### src/rtl/ifetch_unit.sv
// Instruction-fetch stage: owns the PC, drives the instruction-memory word address and
// queues {pc,instr} pairs for decode. Optional FETCH_PERF_EN adds fetch/stall counters.
module ifetch_unit #(
   parameter int          ADDR_WIDTH = 10,
   parameter logic [31:0] RESET_PC   = 32'h0000_0000
) (
   input  logic                  clk,
   input  logic                  reset,
   output logic [ADDR_WIDTH-1:0] imem_addr,
   input  logic [31:0]           imem_instr,
   input  logic                  redirect_valid,
   input  logic [31:0]           redirect_pc,
   output logic                  out_valid,
   input  logic                  out_ready,
   output logic [31:0]           out_instr,
   output logic [31:0]           out_pc
`ifdef FETCH_PERF_EN
   ,
   output logic [31:0]           perf_fetch_cnt,
   output logic [31:0]           perf_stall_cnt
`endif
);

   logic [31:0] pc_q, pc_d;
   logic        infl_q, infl_d;
   logic [31:0] infl_pc_q, infl_pc_d;
   logic [1:0]  cnt_q, cnt_d;
   logic [31:0] e0_pc_q, e0_pc_d, e0_ins_q, e0_ins_d;
   logic [31:0] e1_pc_q, e1_pc_d, e1_ins_q, e1_ins_d;
   logic        pop, push, issue;
   logic [2:0]  occ;

   assign imem_addr = pc_q[ADDR_WIDTH+1:2];
   assign out_valid = (cnt_q != 2'd0);
   assign out_pc    = out_valid ? e0_pc_q  : 32'd0;
   assign out_instr = out_valid ? e0_ins_q : 32'd0;

   always_comb begin
      pop       = out_valid && out_ready;
      push      = infl_q && !redirect_valid;
      // Occupancy after this cycle's pop; a new fetch is allowed only if its reply will fit.
      occ       = {1'b0, cnt_q} + {2'b00, infl_q} - {2'b00, pop};
      issue     = !reset && !redirect_valid && (occ < 3'd2);
      pc_d      = pc_q;
      infl_pc_d = infl_pc_q;
      infl_d    = issue;
      cnt_d     = cnt_q;
      e0_pc_d   = e0_pc_q;
      e0_ins_d  = e0_ins_q;
      e1_pc_d   = e1_pc_q;
      e1_ins_d  = e1_ins_q;

      if (issue) begin
         pc_d      = pc_q + 32'd4;
         infl_pc_d = pc_q;
      end

      // Entry 0 is always the head; entry 1 shifts down on pop.
      case ({push, pop})
         2'b10: begin
            if (cnt_q == 2'd0) begin
               e0_pc_d  = infl_pc_q;
               e0_ins_d = imem_instr;
            end else begin
               e1_pc_d  = infl_pc_q;
               e1_ins_d = imem_instr;
            end
            cnt_d = cnt_q + 2'd1;
         end
         2'b01: begin
            e0_pc_d  = e1_pc_q;
            e0_ins_d = e1_ins_q;
            cnt_d    = cnt_q - 2'd1;
         end
         2'b11: begin
            if (cnt_q == 2'd1) begin
               e0_pc_d  = infl_pc_q;
               e0_ins_d = imem_instr;
            end else begin
               e0_pc_d  = e1_pc_q;
               e0_ins_d = e1_ins_q;
               e1_pc_d  = infl_pc_q;
               e1_ins_d = imem_instr;
            end
         end
         default: ;
      endcase

      if (redirect_valid) begin
         pc_d  = redirect_pc & 32'hFFFF_FFFC;
         cnt_d = 2'd0;
      end
   end

   always_ff @(posedge clk) begin
      if (reset) begin
         pc_q   <= RESET_PC;
         infl_q <= 1'b0;
         cnt_q  <= 2'd0;
      end else begin
         pc_q   <= pc_d;
         infl_q <= infl_d;
         cnt_q  <= cnt_d;
      end
   end

   // Payload registers carry no reset; they are only observed through cnt_q.
   always_ff @(posedge clk) begin
      infl_pc_q <= infl_pc_d;
      e0_pc_q   <= e0_pc_d;
      e0_ins_q  <= e0_ins_d;
      e1_pc_q   <= e1_pc_d;
      e1_ins_q  <= e1_ins_d;
   end

`ifdef FETCH_PERF_EN
   logic [31:0] fetch_cnt_q, stall_cnt_q;

   always_ff @(posedge clk) begin
      if (reset) begin
         fetch_cnt_q <= 32'd0;
         stall_cnt_q <= 32'd0;
      end else begin
         if (pop)
            fetch_cnt_q <= fetch_cnt_q + 32'd1;
         if (out_valid && !out_ready)
            stall_cnt_q <= stall_cnt_q + 32'd1;
      end
   end

   assign perf_fetch_cnt = fetch_cnt_q;
   assign perf_stall_cnt = stall_cnt_q;
`endif

endmodule

### config.mk
export PLATFORM = sky130hd
export DESIGN_NAME = ifetch_unit
export DESIGN_NICKNAME = d
export VERILOG_FILES = /design/src/rtl/ifetch_unit.sv
export SDC_FILE = /design/constraint.sdc
export NUM_CORES = 1
export LEC_CHECK = 0
export ABC_AREA = 1
export CAP_MARGIN = 20
export CORE_MARGIN = 2
export CORE_UTILIZATION = 54
export CTS_CLUSTER_DIAMETER = 200
export DETAILED_ROUTE_END_ITERATION = 8
export PLACE_DENSITY = 0.93
export SETUP_SLACK_MARGIN = 0.05
export SLEW_MARGIN = 20
export SYNTH_ARGS = -nofsm -noshare
export SYNTH_HDL_FRONTEND = slang
export SYNTH_SLANG_ARGS = --single-unit
export TNS_END_PERCENT = 5
### constraint.sdc
create_clock -name clk -period 8.71 [get_ports clk]
set_input_delay 0.871 -clock clk [delete_from_list [all_inputs] [get_ports clk]]
set_output_delay 0.871 -clock clk [all_outputs]
set_load 0.05 [all_outputs]
==> results of run 1 <==
worst paths after layout:
kind / start / endpoint / slack [ps] / cells past startpoint
setup reg to reg: cnt_q[1] / pc_q[2] / 4280 / 17
hold reg to reg: infl_pc_q[15] / e1_pc_q[15] / 440 / 0
hold / removal: infl_pc_q[15] / e1_pc_q[15] / 440 / 0
setup / recovery: cnt_q[1] / pc_q[2] / 4280 / 17
layer usage:
layer / up-vias / wire length [um]
met4: 0 / 496
met3: 43 / 1470
met2: 307 / 9360
met5: - / 0
met1: 3081 / 7670
li1: 3222 / -
cells by family after synthesis:
| family | synth area share |
|---|---|
| fa+ha+maj | 0.0125 |
| buf+inv | 0.0927 |
| compound gates | 0.114 |
| xor+xnor | 0.00713 |
| flops | 0.614 |
| simple gates | 0.159 |
| other cells | 0.000436 |
layout make-up:
cell class	count	area, sq um	area share
flip-flops and latches	187	5290	0.498
clock buffers	18	429	0.0404
clock inverters	14	124	0.0117
repair buffers	148	1460	0.137
inverters	130	489	0.0461
multi-input cells	546	2560	0.241
well taps	216	270	0.0255
cell usage in the layout (no fill, tap or decap), types with 5 or more instances in the layout:
cell type,instances
sky130_fd_sc_hd__nand2_1,186
sky130_fd_sc_hd__edfxtp_1,154
sky130_fd_sc_hd__clkdlybuf4s50_1,138
sky130_fd_sc_hd__o21ai_0,131
sky130_fd_sc_hd__inv_1,110
sky130_fd_sc_hd__nor2_1,99
sky130_fd_sc_hd__nand3_1,34
sky130_fd_sc_hd__dfxtp_1,33
sky130_fd_sc_hd__a21oi_1,28
sky130_fd_sc_hd__o21ai_1,20
sky130_fd_sc_hd__inv_2,18
sky130_fd_sc_hd__clkbuf_16,17
sky130_fd_sc_hd__buf_4,10
sky130_fd_sc_hd__nor2_2,6
sky130_fd_sc_hd__ha_1,6
sky130_fd_sc_hd__clkinv_4,6
sky130_fd_sc_hd__xor2_1,5
state kept, by name, summed over array words and instances, names as in the netlist:
signal	count
e0_ins_q	32
e1_pc_q	30
cnt_q	2
e1_ins_q	32
infl_q	1
infl_pc_q	30
e0_pc_q	30
pc_q	30
power breakdown:
part / internal [W] / switching (W)
clock network: 0.000393 / 0.000330
logic: 0.0000919 / 0.000179
registers: 0.00103 / 0.0000297
total: 0.00152 / 0.000539
stage by stage:
step	hold slack [ps]	cells	total power (W)
3_5_place_dp	428	1227	0.00135
6_report	445	1259	0.00206
5_1_grt	466	1259	0.00213
4_1_cts	446	1259	0.00207
2_1_floorplan	420	917	0.00126
3_3_place_gp	424	1227	0.00134
==> impl_metrics.py, run 1 <==
metrics = {
    "synth": {
        "synth.area.top_cells": "sky130_fd_sc_hd__edfxtp_1 54%, sky130_fd_sc_hd__nand2_1 8.2%, sky130_fd_sc_hd__dfxtp_1 7.7%, sky130_fd_sc_hd__o21ai_0 7.7%, sky130_fd_sc_hd__inv_1 4.8%",
        "count_of_unique_library_cells_instantiated_by_yosys": 33,
        "synth_enable_flop_cells": 154,
        "top_count_cell_post_synth": "sky130_fd_sc_hd__nand2_1",
        "synthesis.area_per_instance_sq_um": 9.39,
        "synthFlopType": "sky130_fd_sc_hd__edfxtp_1",
        "synth.ff_latch_count": 187,
        "post_synth_inst_count": 916,
        "synth_seq_area_share": 0.614,
        "netlist_area_sq_mm": 0.00860,
        "cell_accounting_for_the_most_synthesized_area": "sky130_fd_sc_hd__edfxtp_1",
        "synthesis.yosys.warnings": 0,
        "yosys.area.top_type_share": 0.538,
        "synth.top_cells.by_count": "187 x sky130_fd_sc_hd__nand2_1, 154 x sky130_fd_sc_hd__edfxtp_1, 132 x sky130_fd_sc_hd__o21ai_0",
        "postSynth.asyncResetShare": 0,
    },
    "clock_network": {
        "cts_root_buf": "sky130_fd_sc_hd__clkbuf_16",
        "cts_max_path_buffers": 2,
        "cts-htree-levels": 4,
        "clkSlewWorstSetupHoldPaths_ps": 70,
        "insertion_delay_ps": 440,
        "holdBufCountCts": 0,
        "numCtsBuffers": 17,
        "cts.repair_timing.setup_buffer_count": 0,
        "clkSinkCount": 187,
        "tritoncts_clock_tree": "done",
        "postCtsResizedCells": 0,
    },
    "sta": {
        "final_period_util": 0.508,
        "slew_headroom": 0.415,
        "final.setup.worst_slack_ps": 4280,
        "achievable-frequency_ghz": 0.226,
        "finalSetupTns_ps": 0,
        "final_hold_viol_count": 0,
        "finalWorstPathRequiredPeriod_ps": 4430,
        "timing.final.setup_violations": 0,
        "finClkSkew_ps": 5.38,
        "worst-slew-pin-transition_ps": 876,
        "grt_setup_unrepaired": "false",
        "timing_max_transition_violations_final": 0,
    },
    "pwr": {
        "power_density_mw_per_mm2": 194,
        "ir_worst_vdd_mv": 0.160,
        "cell_leakage_power_nw": 3.84,
    },
    "critical_path": {
        "critPathSlowestCell": "sky130_fd_sc_hd__clkinv_2",
        "crit_path_start_kind": "flip-flop",
        "worstPathRequired_ps": 9020,
        "worst_path_largest_cell_delay_ps": 680,
        "worst-path-buf-inv": 8,
        "worstSetupEndpointType": "flip-flop",
        "criticalPathCategory": "reg -> reg",
        "critical_path_peak_fanout": 65,
        "worstPathCellList": "inv_1, ha_2, buf_4, inv_2, nand2_2, buf_4, inv_2, ha_1, inv_1, nand2_1, fa_1, inv_1, nor2_4, nand2_4, clkinv_2, a22oi_1, a21oi_1",
        "crit_family": "buffers and inverters",
        "critical_path_arrival_ps": 4740,
        "worst_path_most_repeated_cell": "sky130_fd_sc_hd__inv_1",
    },
    "global_routing": {
        "grt_util_met1": 0.286,
        "gr-usage-met3": 0.0525,
        "track_usage": 0.233,
        "grt.overflow.total": 0,
        "gr-max-usage-layer": "met2",
        "number_of_global_route_vias_before_repair": 6480,
        "grt_max_degree": 66,
        "grt.met2_usage": 0.397,
        "antenna_violations_before_repair": 0,
        "grt_first_pass_wirelength_mm": 30.7,
    },
    "layout": {
        "share_of_cells_above_drive_strength_1": 0.0738,
        "layout-area-overhead-vs-synth_pct": 23.4,
        "layout.filler_cells": 1143,
        "antennaDiodeCount": 0,
        "layout.nets": 1106,
        "post-route-cell-area_sq_mm": 0.0106,
        "post-route-util": 0.676,
    },
    "placed_design": {
        "area_of_placed_instances_sq_mm": 0.0101,
        "port-buffer-count": 138,
        "gp_congestion": 0.887,
        "dpl_worst_slack_ps": 4290,
        "dpl.hpwl_mm": 12.5,
    },
    "floorplan": {
        "fp.dieW_um": 130,
        "die_area_sq_mm": 0.0170,
        "core_area_sq_mm": 0.0157,
        "die_height_um": 130,
        "io-pin-count": 143,
        "initial_utilization": 0.547,
        "core.rowCount": 46,
    },
    "route": {
        "num_vias": 6653,
        "viasPerCell": 5.28,
        "antenna_violating_nets_post_route": 0,
        "route.detailed.wl_per_inst_um": 15.1,
        "drt-pass1-iter-count": 6,
        "first_iter_violations": 503,
        "drc_errors": 0,
        "routed_wirelength_mm": 19.0,
    },
    "status": {
        "status": "finished, final reports clean",
    },
    "flow_run": {
        "max_cap_violations": 0,
    },
    "min_path": {
        "worst_hold_path_class": "reg -> reg",
    },
}
No activity file was read; power rests on OpenSTA's default activity.
==> inputs of run 2 (changes only) <==
--- a/config.mk
+++ b/config.mk
@@ -8,10 +8,10 @@
 export ABC_AREA = 1
 export CAP_MARGIN = 20
 export CORE_MARGIN = 2
-export CORE_UTILIZATION = 54
+export CORE_UTILIZATION = 48
 export CTS_CLUSTER_DIAMETER = 200
 export DETAILED_ROUTE_END_ITERATION = 8
-export PLACE_DENSITY = 0.93
+export PLACE_DENSITY = 0.88
 export SETUP_SLACK_MARGIN = 0.05
 export SLEW_MARGIN = 20
 export SYNTH_ARGS = -nofsm -noshare
==> constraint.sdc (replaced) <==
create_clock -name clk -period 3.6 [get_ports clk]
set_input_delay 0.36 -clock clk [delete_from_list [all_inputs] [get_ports clk]]
set_output_delay 0.36 -clock clk [all_outputs]
set_load 0.05 [all_outputs]
==> run 2 against run 1 <==
  * Clock power increased by 140%
  * Via count shrank 0.39%
  * Sequential power rose by 140%
  * Critical path type unchanged
  * Largest cell class unchanged
==> impl_metrics.py, run 2 (synthesized netlist as in run 1, its figures left out) <==
metrics = {
    "sta": {
        "final.setup.worst_slack_ps": 549,
        "final_hold_viol_count": 0,
        "finalWorstPathRequiredPeriod_ps": 3050,
        "achievable-frequency_ghz": 0.328,
        "slew_headroom": 0.412,
        "timing_max_transition_violations_final": 0,
        "finalSetupTns_ps": 0,
        "timing.final.setup_violations": 0,
        "grt_setup_unrepaired": "false",
        "worst-slew-pin-transition_ps": 878,
        "final_period_util": 0.848,
        "hold_ws_ps": 443,
        "finClkSkew_ps": 9.94,
    },
    "pwr": {
        "cell_leakage_power_nw": 3.87,
        "ir_worst_vdd_mv": 0.414,
        "power.net_switching_w": 0.00128,
        "clock_power_share": 0.345,
        "power.switching_fraction": 0.258,
        "combinationalPowerShare": 0.135,
        "share_seq_of_total_power": 0.519,
        "intPower_w": 0.00367,
        "power_density_mw_per_mm2": 462,
    },
    "floorplan": {
        "io-pin-count": 143,
        "core_area_sq_mm": 0.0174,
        "core.rowCount": 48,
        "fp.dieW_um": 138,
        "die_height_um": 138,
        "initial_utilization": 0.494,
        "die_area_sq_mm": 0.0190,
    },
    "layout": {
        "layout.filler_cells": 1391,
        "reg_top3": "e0_ins_q (32), e1_ins_q (32)",
        "layout.cells.most_common": "sky130_fd_sc_hd__nand2_1",
        "post_layout_nonfiller_instances": 1269,
        "layout-area-overhead-vs-synth_pct": 24.6,
        "final-seq-area_sq_mm": 0.00529,
        "antennaDiodeCount": 0,
        "share_of_cells_above_drive_strength_1": 0.0795,
        "layout.nets": 1107,
        "post-route-util": 0.615,
        "final_cell_mix": "185 x sky130_fd_sc_hd__nand2_1, 154 x sky130_fd_sc_hd__edfxtp_1, 138 x sky130_fd_sc_hd__clkdlybuf4s50_1",
        "multi_input_comb_area_sq_mm": 0.00259,
    },
    "route": {
        "first_iter_violations": 515,
        "drc_errors": 0,
        "route.detailed.wl_per_inst_um": 14.6,
        "drt-pass1-iter-count": 6,
        "num_vias": 6627,
        "viasPerCell": 5.22,
        "antenna_violating_nets_post_route": 0,
        "routed_wirelength_mm": 18.6,
    },
    "critical_path": {
        "criticalPathCategory": "reg -> reg",
        "crit_path_start_kind": "flip-flop",
        "worstSetupStartpoint": "cnt_q[0]",
        "critical_path_arrival_ps": 3400,
        "rr_startpoint": "cnt_q[0]",
        "critical_path_peak_fanout": 38,
        "rr_worst_depth": 15,
        "worstPathRequired_ps": 3950,
        "crit-reg2reg-capture": "pc_q[26]",
        "rrSetupSlack_ps": 550,
        "worstSetupEndpointType": "flip-flop",
    },
    "clock_network": {
        "holdBufCountCts": 0,
        "numCtsBuffers": 17,
        "clkSinkCount": 187,
        "postCtsResizedCells": 0,
        "cts.repair_timing.setup_buffer_count": 0,
        "insertion_delay_ps": 430,
        "clkSlewWorstSetupHoldPaths_ps": 60,
        "cts_max_path_buffers": 2,
        "cts_root_buf": "sky130_fd_sc_hd__clkbuf_16",
        "tritoncts_clock_tree": "done",
        "cts-htree-levels": 4,
    },
    "placed_design": {
        "dpl_worst_slack_ps": 401,
        "port-buffer-count": 138,
        "dp.cells": 1237,
        "dpl.hpwl_mm": 12.5,
        "gp_congestion": 0.893,
    },
    "global_routing": {
        "track_usage": 0.201,
        "antenna_violations_before_repair": 0,
        "grt_max_degree": 65,
        "number_of_global_route_vias_before_repair": 6079,
        "grt_first_pass_wirelength_mm": 29.6,
        "grt.overflow.total": 0,
    },
    "min_path": {
        "holdPathEnd": "e1_pc_q[17]",
        "hp-start": "infl_pc_q[17]",
        "hold-path-cell-count": 0,
        "worst_hold_path_class": "reg -> reg",
    },
    "status": {
        "status": "finished, final reports clean",
    },
    "flow_run": {
        "max_cap_violations": 0,
    },
}
-- run 2: cell count changes in the layout (fill, tap and decap cells not counted), moves of 2 or more --
cell and change:
sky130_fd_sc_hd__clkinv_2 +3, sky130_fd_sc_hd__clkinv_4 -4, sky130_fd_sc_hd__inv_1 -2, sky130_fd_sc_hd__buf_12 +4
sky130_fd_sc_hd__ha_4 +2, sky130_fd_sc_hd__buf_4 -3
-- run 2: worst max-delay path by stage --
stage / end / cells past startpoint
finish: pc_q[26] / 15
global route: pc_q[24] / 15
CTS: pc_q[14] / 15
detailed placement: pc_q[30] / 13
global placement: infl_pc_q[20] / 12
floorplan: e1_ins_q[0] / 13
-- run 2: cell type report --
class | instances | share of cell area
multi-input cells | 546 | 0.242
clock buffers | 18 | 0.0400
inverters | 130 | 0.0473
repair buffers | 149 | 0.141
clock inverters | 14 | 0.00992
well taps | 225 | 0.0263
flip-flops and latches | 187 | 0.493
-- run 2: metal layers --
layer | up-vias | track usage | part of all wire
met1 | 3067 | 0.259 | 0.41
met4 | 0 | 0.0578 | 0.016
li1 | 3217 | - | -
met5 | - | 0 | 0
met3 | 29 | 0.0482 | 0.088
met2 | 314 | 0.338 | 0.49
-- run 2: power groups by stage --
stage / registers (W) / logic [W] / clock network (W)
detailed placement: 0.00262 / 0.000668 / 0
floorplan: 0.00259 / 0.000450 / 0
global route: 0.00258 / 0.000729 / 0.00182
CTS: 0.00257 / 0.000672 / 0.00173
finish: 0.00257 / 0.000669 / 0.00171
global placement: 0.00261 / 0.000651 / 0
-- run 2: metrics by stage --
| step | cell area [sq um] | power [W] |
|---|---|---|
| 2_1_floorplan | 8710 | 0.00304 |
| 3_3_place_gp | 10200 | 0.00326 |
| 3_5_place_dp | 10200 | 0.00328 |
| 4_1_cts | 10700 | 0.00497 |
| 5_1_grt | 10700 | 0.00513 |
| 6_report | 10700 | 0.00495 |
-- run 2: critical path, cell delays in order, from the launching register on --
cell and delay [ps]:
sky130_fd_sc_hd__dfxtp_1 410, sky130_fd_sc_hd__inv_2 80, sky130_fd_sc_hd__ha_4 200, sky130_fd_sc_hd__inv_12 70, sky130_fd_sc_hd__nand2_4 50, sky130_fd_sc_hd__inv_6 220
sky130_fd_sc_hd__ha_1 290, sky130_fd_sc_hd__inv_1 60, sky130_fd_sc_hd__nand2_1 60, sky130_fd_sc_hd__fa_1 380, sky130_fd_sc_hd__xnor2_1 260, sky130_fd_sc_hd__nand2_4 120
sky130_fd_sc_hd__clkinv_2 250, sky130_fd_sc_hd__buf_12 260, sky130_fd_sc_hd__nand3_1 120, sky130_fd_sc_hd__a21oi_1 140
